`src/rtl/selevy_ram_arbiter.sv`:
```
// Two-requester round-robin arbiter in front of a single-port, synchronous-read RAM.
// Every output is registered; one access is in flight at a time (IDLE -> GRANT [-> RDWAIT]).
module selevy_ram_arbiter #(
  parameter int ADDR_W = 8,
  parameter int DATA_W = 32
) (
  input  logic              CLK,
  input  logic              reset,
  input  logic              m0_req,
  input  logic              m0_we,
  input  logic [ADDR_W-1:0] m0_addr,
  input  logic [DATA_W-1:0] m0_wdata,
  output logic              m0_gnt,
  output logic              m0_rvalid,
  output logic [DATA_W-1:0] m0_rdata,
  input  logic              m1_req,
  input  logic              m1_we,
  input  logic [ADDR_W-1:0] m1_addr,
  input  logic [DATA_W-1:0] m1_wdata,
  output logic              m1_gnt,
  output logic              m1_rvalid,
  output logic [DATA_W-1:0] m1_rdata,
  output logic              ram_en,
  output logic              ram_we,
  output logic [ADDR_W-1:0] ram_addr,
  output logic [DATA_W-1:0] ram_wdata,
  input  logic [DATA_W-1:0] ram_rdata,
  output logic              busy
);

  typedef enum logic [1:0] {
    IDLE   = 2'd0,
    GRANT  = 2'd1,
    RDWAIT = 2'd2
  } state_t;

  state_t            state_q, state_d;
  logic              last_q, last_d;
  logic              sel_q, sel_d;
  logic              ram_en_q, ram_en_d;
  logic              ram_we_q, ram_we_d;
  logic [ADDR_W-1:0] ram_addr_q, ram_addr_d;
  logic [DATA_W-1:0] ram_wdata_q, ram_wdata_d;
  logic              m0_gnt_q, m0_gnt_d;
  logic              m1_gnt_q, m1_gnt_d;
  logic              m0_rvalid_q, m0_rvalid_d;
  logic              m1_rvalid_q, m1_rvalid_d;
  logic [DATA_W-1:0] m0_rdata_q, m0_rdata_d;
  logic [DATA_W-1:0] m1_rdata_q, m1_rdata_d;
  logic              busy_q, busy_d;

  // On a tie the requester that did not win last time goes next.
  function automatic logic pick_winner(input logic req0, input logic req1, input logic last);
    if (req0 && req1) begin
      return ~last;
    end
    return req1;
  endfunction

  always_comb begin
    state_d     = state_q;
    last_d      = last_q;
    sel_d       = sel_q;
    ram_en_d    = 1'b0;
    ram_we_d    = 1'b0;
    ram_addr_d  = ram_addr_q;
    ram_wdata_d = ram_wdata_q;
    m0_gnt_d    = 1'b0;
    m1_gnt_d    = 1'b0;
    m0_rvalid_d = 1'b0;
    m1_rvalid_d = 1'b0;
    m0_rdata_d  = m0_rdata_q;
    m1_rdata_d  = m1_rdata_q;

    case (state_q)
      IDLE: begin
        if (m0_req || m1_req) begin
          sel_d    = pick_winner(m0_req, m1_req, last_q);
          last_d   = sel_d;
          ram_en_d = 1'b1;
          if (sel_d) begin
            ram_we_d    = m1_we;
            ram_addr_d  = m1_addr;
            ram_wdata_d = m1_wdata;
            m1_gnt_d    = 1'b1;
          end else begin
            ram_we_d    = m0_we;
            ram_addr_d  = m0_addr;
            ram_wdata_d = m0_wdata;
            m0_gnt_d    = 1'b1;
          end
          state_d = GRANT;
        end
      end
      GRANT: begin
        // The RAM acts on the strobe at this edge; reads return data one cycle later.
        state_d = ram_we_q ? IDLE : RDWAIT;
      end
      RDWAIT: begin
        if (sel_q) begin
          m1_rdata_d  = ram_rdata;
          m1_rvalid_d = 1'b1;
        end else begin
          m0_rdata_d  = ram_rdata;
          m0_rvalid_d = 1'b1;
        end
        state_d = IDLE;
      end
      default: begin
        state_d = IDLE;
      end
    endcase

    busy_d = (state_d != IDLE);
  end

  always_ff @(posedge CLK) begin
    if (!reset) begin
      state_q     <= IDLE;
      last_q      <= 1'b1;
      sel_q       <= 1'b0;
      ram_en_q    <= 1'b0;
      ram_we_q    <= 1'b0;
      ram_addr_q  <= '0;
      ram_wdata_q <= '0;
      m0_gnt_q    <= 1'b0;
      m1_gnt_q    <= 1'b0;
      m0_rvalid_q <= 1'b0;
      m1_rvalid_q <= 1'b0;
      m0_rdata_q  <= '0;
      m1_rdata_q  <= '0;
      busy_q      <= 1'b0;
    end else begin
      state_q     <= state_d;
      last_q      <= last_d;
      sel_q       <= sel_d;
      ram_en_q    <= ram_en_d;
      ram_we_q    <= ram_we_d;
      ram_addr_q  <= ram_addr_d;
      ram_wdata_q <= ram_wdata_d;
      m0_gnt_q    <= m0_gnt_d;
      m1_gnt_q    <= m1_gnt_d;
      m0_rvalid_q <= m0_rvalid_d;
      m1_rvalid_q <= m1_rvalid_d;
      m0_rdata_q  <= m0_rdata_d;
      m1_rdata_q  <= m1_rdata_d;
      busy_q      <= busy_d;
    end
  end

  assign m0_gnt    = m0_gnt_q;
  assign m1_gnt    = m1_gnt_q;
  assign m0_rvalid = m0_rvalid_q;
  assign m1_rvalid = m1_rvalid_q;
  assign m0_rdata  = m0_rdata_q;
  assign m1_rdata  = m1_rdata_q;
  assign ram_en    = ram_en_q;
  assign ram_we    = ram_we_q;
  assign ram_addr  = ram_addr_q;
  assign ram_wdata = ram_wdata_q;
  assign busy      = busy_q;

endmodule
```
`config.mk`:
```
export PLATFORM = sky130hd
export DESIGN_NAME = selevy_ram_arbiter
export DESIGN_NICKNAME = d
export VERILOG_FILES = /design/src/rtl/selevy_ram_arbiter.sv
export SDC_FILE = /design/constraint.sdc
export NUM_CORES = 1
export LEC_CHECK = 0
export CORE_MARGIN = 2
export CORE_UTILIZATION = 39
export DETAILED_ROUTE_END_ITERATION = 16
export PLACE_DENSITY_LB_ADDON = 0.3
export SLEW_MARGIN = 10
export SYNTH_ARGS = -nofsm -noshare
export SYNTH_HDL_FRONTEND = slang
export SYNTH_SLANG_ARGS = --single-unit
```
`constraint.sdc`:
```
create_clock -name CLK -period 1.6 [get_ports CLK]
set_clock_uncertainty 0.05 [all_clocks]
set_input_delay 0.32 -clock CLK [delete_from_list [all_inputs] [get_ports CLK]]
set_output_delay 0.32 -clock CLK [all_outputs]
set_load 0.02 [all_outputs]
```
==> results.sh <==
export IMPL_grt_pass1_vias=4787
export IMPL_ys_top_cells_by_area="dfxtp_1 (50%), nand2_1 (17%), a311oi_2 (13%)"
export IMPL_netlist_area_um2=4610
export IMPL_vias=4783
export IMPL_fin_nets=886
export IMPL_crit_path_start_kind="primary input"
export IMPL_fin_tns_setup_ps=0
export IMPL_rsz0062_at_grt="false"
export IMPL_grt_overflow_total=0
export IMPL_route_detailed_drc=0
export IMPL_cp_startpoint="m1_req"
export IMPL_min_path_type="reg2reg"
export IMPL_worstSkewPairLatency_ps=400
export IMPL_final_hold_violation_count=0
export IMPL_postSynthCellCount=541
export IMPL_yosysUniqueCellTypes=27
export IMPL_root_buffer="clkbuf_16"
export IMPL_crit_type="in2reg"
export IMPL_status="finished clean"
export IMPL_die_x_um=113
export IMPL_drt_iter0_drc=334
export IMPL_syn_num_nets=659
export IMPL_cts_hold_buffers=0
export IMPL_dp_hpwl_mm=10.4
export IMPL_worst_slew_pin_slew_ps=277
export IMPL_io_pins=229
export IMPL_leakage_nw=3.27
export IMPL_layout_drive_gt1_share=0.132
export IMPL_wl_mm=14.1
export IMPL_slew_headroom=0.813
export IMPL_ir_worst_vdd_uv=676
export IMPL_cap_violations=0
export IMPL_antenna_found_initial=0
export IMPL_grt_max_degree=49
export IMPL_dieArea_um2=12700
export IMPL_final_common_cell="nand2_1"
export IMPL_required_ps=1850
export IMPL_layout_min_cycle_time_ps=1520
export IMPL_routedWlPerCell_um=15.3
export IMPL_regArea_um2=2300
export IMPL_power_density_nw_per_um2=1120
export IMPL_clock_sinks=115
export IMPL_min_period_over_period=0.953
export IMPL_cts_made_buffers=17
export IMPL_diodes=0
export IMPL_grtUsageTotal=0.221
export IMPL_endpoint_kind="register"
export IMPL_area_growth_pct=66.3
export IMPL_synth_top_cell_area_share=0.499
export IMPL_multi_input_area_um2=2080
export IMPL_clockBufferDepth=2
export IMPL_crit_path_max_fanout=25
export IMPL_core_area_um2=11500
export IMPL_dieHeight_um=113
export IMPL_final_antenna_net_count=0
export IMPL_clk_pin_slew_ps=50
export IMPL_yosysSeqAreaShare=0.499
export IMPL_io_buffers=228
export IMPL_vias_per_cell=5.18
export IMPL_reg2reg_depth=4
export IMPL_design_area_um2=7670
export IMPL_rows=39
export IMPL_setup_viol=0
export IMPL_dr_pass1_iters=5
export IMPL_htreeDepth=4
export IMPL_placed_cell_area_um2=7200
export IMPL_syn_avg_cell_area_um2=8.53
export IMPL_fill_cells=929
export IMPL_r2r_start="state_q[1]"
export IMPL_ys_seq_elements=115
export IMPL_cp_endpoint="ram_wdata[26]"
export IMPL_instances_no_fill=924
export IMPL_final_cell_mix="nand2_1 (210), clkdlybuf4s50_1 (117), dfxtp_1 (115)"
export IMPL_ys_warnings_count=0
export IMPL_yosys_area_top_type="dfxtp_1"
export IMPL_fmax_ghz=0.656
export IMPL_floorplan_initialDensity=0.402
export IMPL_gp_congestion=0.829
export IMPL_total_power_mw=8.58
export IMPL_grt_pass1_wl_mm=22.7
export IMPL_dp_cells=892
export IMPL_drv_slew=0
export IMPL_crit_arrival_ps=1780
export IMPL_r2r_end="m0_rdata[0]"
export IMPL_regToRegSetupSlack_ps=180
export IMPL_cts_tree="done"
==> through the flow <==
step | hold WS [ps] | setup slack [ps] | util
after global placement | 392 | -250 | 0.628
final | 392 | 75.8 | 0.669
after floorplan | 359 | 218 | -
after CTS | 400 | 88.8 | 0.669
after detailed placement | 396 | -334 | 0.628
after global routing | 419 | 5.13 | 0.669
==> worst max-delay path: stages <==
cell,delay [ps]
clkdlybuf4s50_1,500
or2_1,230
buf_4,320
a21oi_1,130
a311oi_2,260
==> registers in the layout, indices dropped and copies added, names as in the netlist <==
signal / flops
busy: 1
last_q: 1
m0_gnt: 1
m0_rdata: 32
m0_rvalid: 1
m1_gnt: 1
m1_rdata: 32
m1_rvalid: 1
ram_addr: 8
ram_en: 1
ram_wdata: 32
ram_we: 1
sel_q: 1
state_q: 2
==> worst min-delay path by stage <==
stage | end | cells past startpoint | startpoint | slack [ps]
finish | state_q[1] | 1 | ram_we | 390
global route | m1_rdata[21] | 2 | m1_rdata[21] | 420
CTS | state_q[1] | 1 | ram_we | 400
detailed placement | m1_rdata[0] | 2 | m1_rdata[0] | 400
global placement | m1_rdata[17] | 2 | m1_rdata[17] | 390
floorplan | last_q | 1 | reset | 360
==> metal layers <==
metal,part of all wire,GRT usage,wire length [um],up-vias
met3,0.091,0.0707,1290,29
met5,0,0,0,-
li1,-,-,-,2294
met1,0.40,0.259,5680,2217
met4,0.024,0.0894,334,0
met2,0.48,0.375,6800,243
==> cell usage after synthesis (all sizes together) <==
cell	number
nand2	210
dfxtp	115
a21oi	105
a311oi	40
clkbuf	31
buf	17
and2	3
nor2	3
a21bo	2
a21boi	2
and3	2
inv	2
or2	2
and3b	1
nand3	1
nand3b	1
nor3b	1
nor4b	1
o211ai	1
or3b	1
==> power breakdown <==
group | switching [mW] | total, mW | leakage [nW] | internal, mW
combinational | 0.812 | 1.56 | 2.04 | 0.750
clock | 1.23 | 3.87 | 0.298 | 2.63
sequential | 0.101 | 3.15 | 0.940 | 3.05
total | 2.15 | 8.58 | 3.27 | 6.43
==> final cells by class <==
type | count | share of cell area
Inverter | 2 | 0.00130
Tap cell | 143 | 0.0233
Sequential cell | 115 | 0.300
Clock inverter | 10 | 0.0204
Timing Repair Buffer | 256 | 0.325
Multi-Input combinational cell | 376 | 0.271
Clock buffer | 22 | 0.0592
==> cells by family (layout without fill, tap and decap cells) <==
kind of cell / Yosys count / count (layout) / share of synthesized area
AND/OR/NAND/NOR: 226 / 226 / 0.195
AO/OA/AOI/OAI: 150 / 150 / 0.253
flip-flops: 115 / 115 / 0.499
buffers and inverters: 50 / 290 / 0.0534
==> timing repair <==
item	in CTS	in global routing
resized for setup	111	0
setup endpoints to repair	111	0
setup buffers	0	0
No activity file was read; power rests on OpenSTA's default activity.
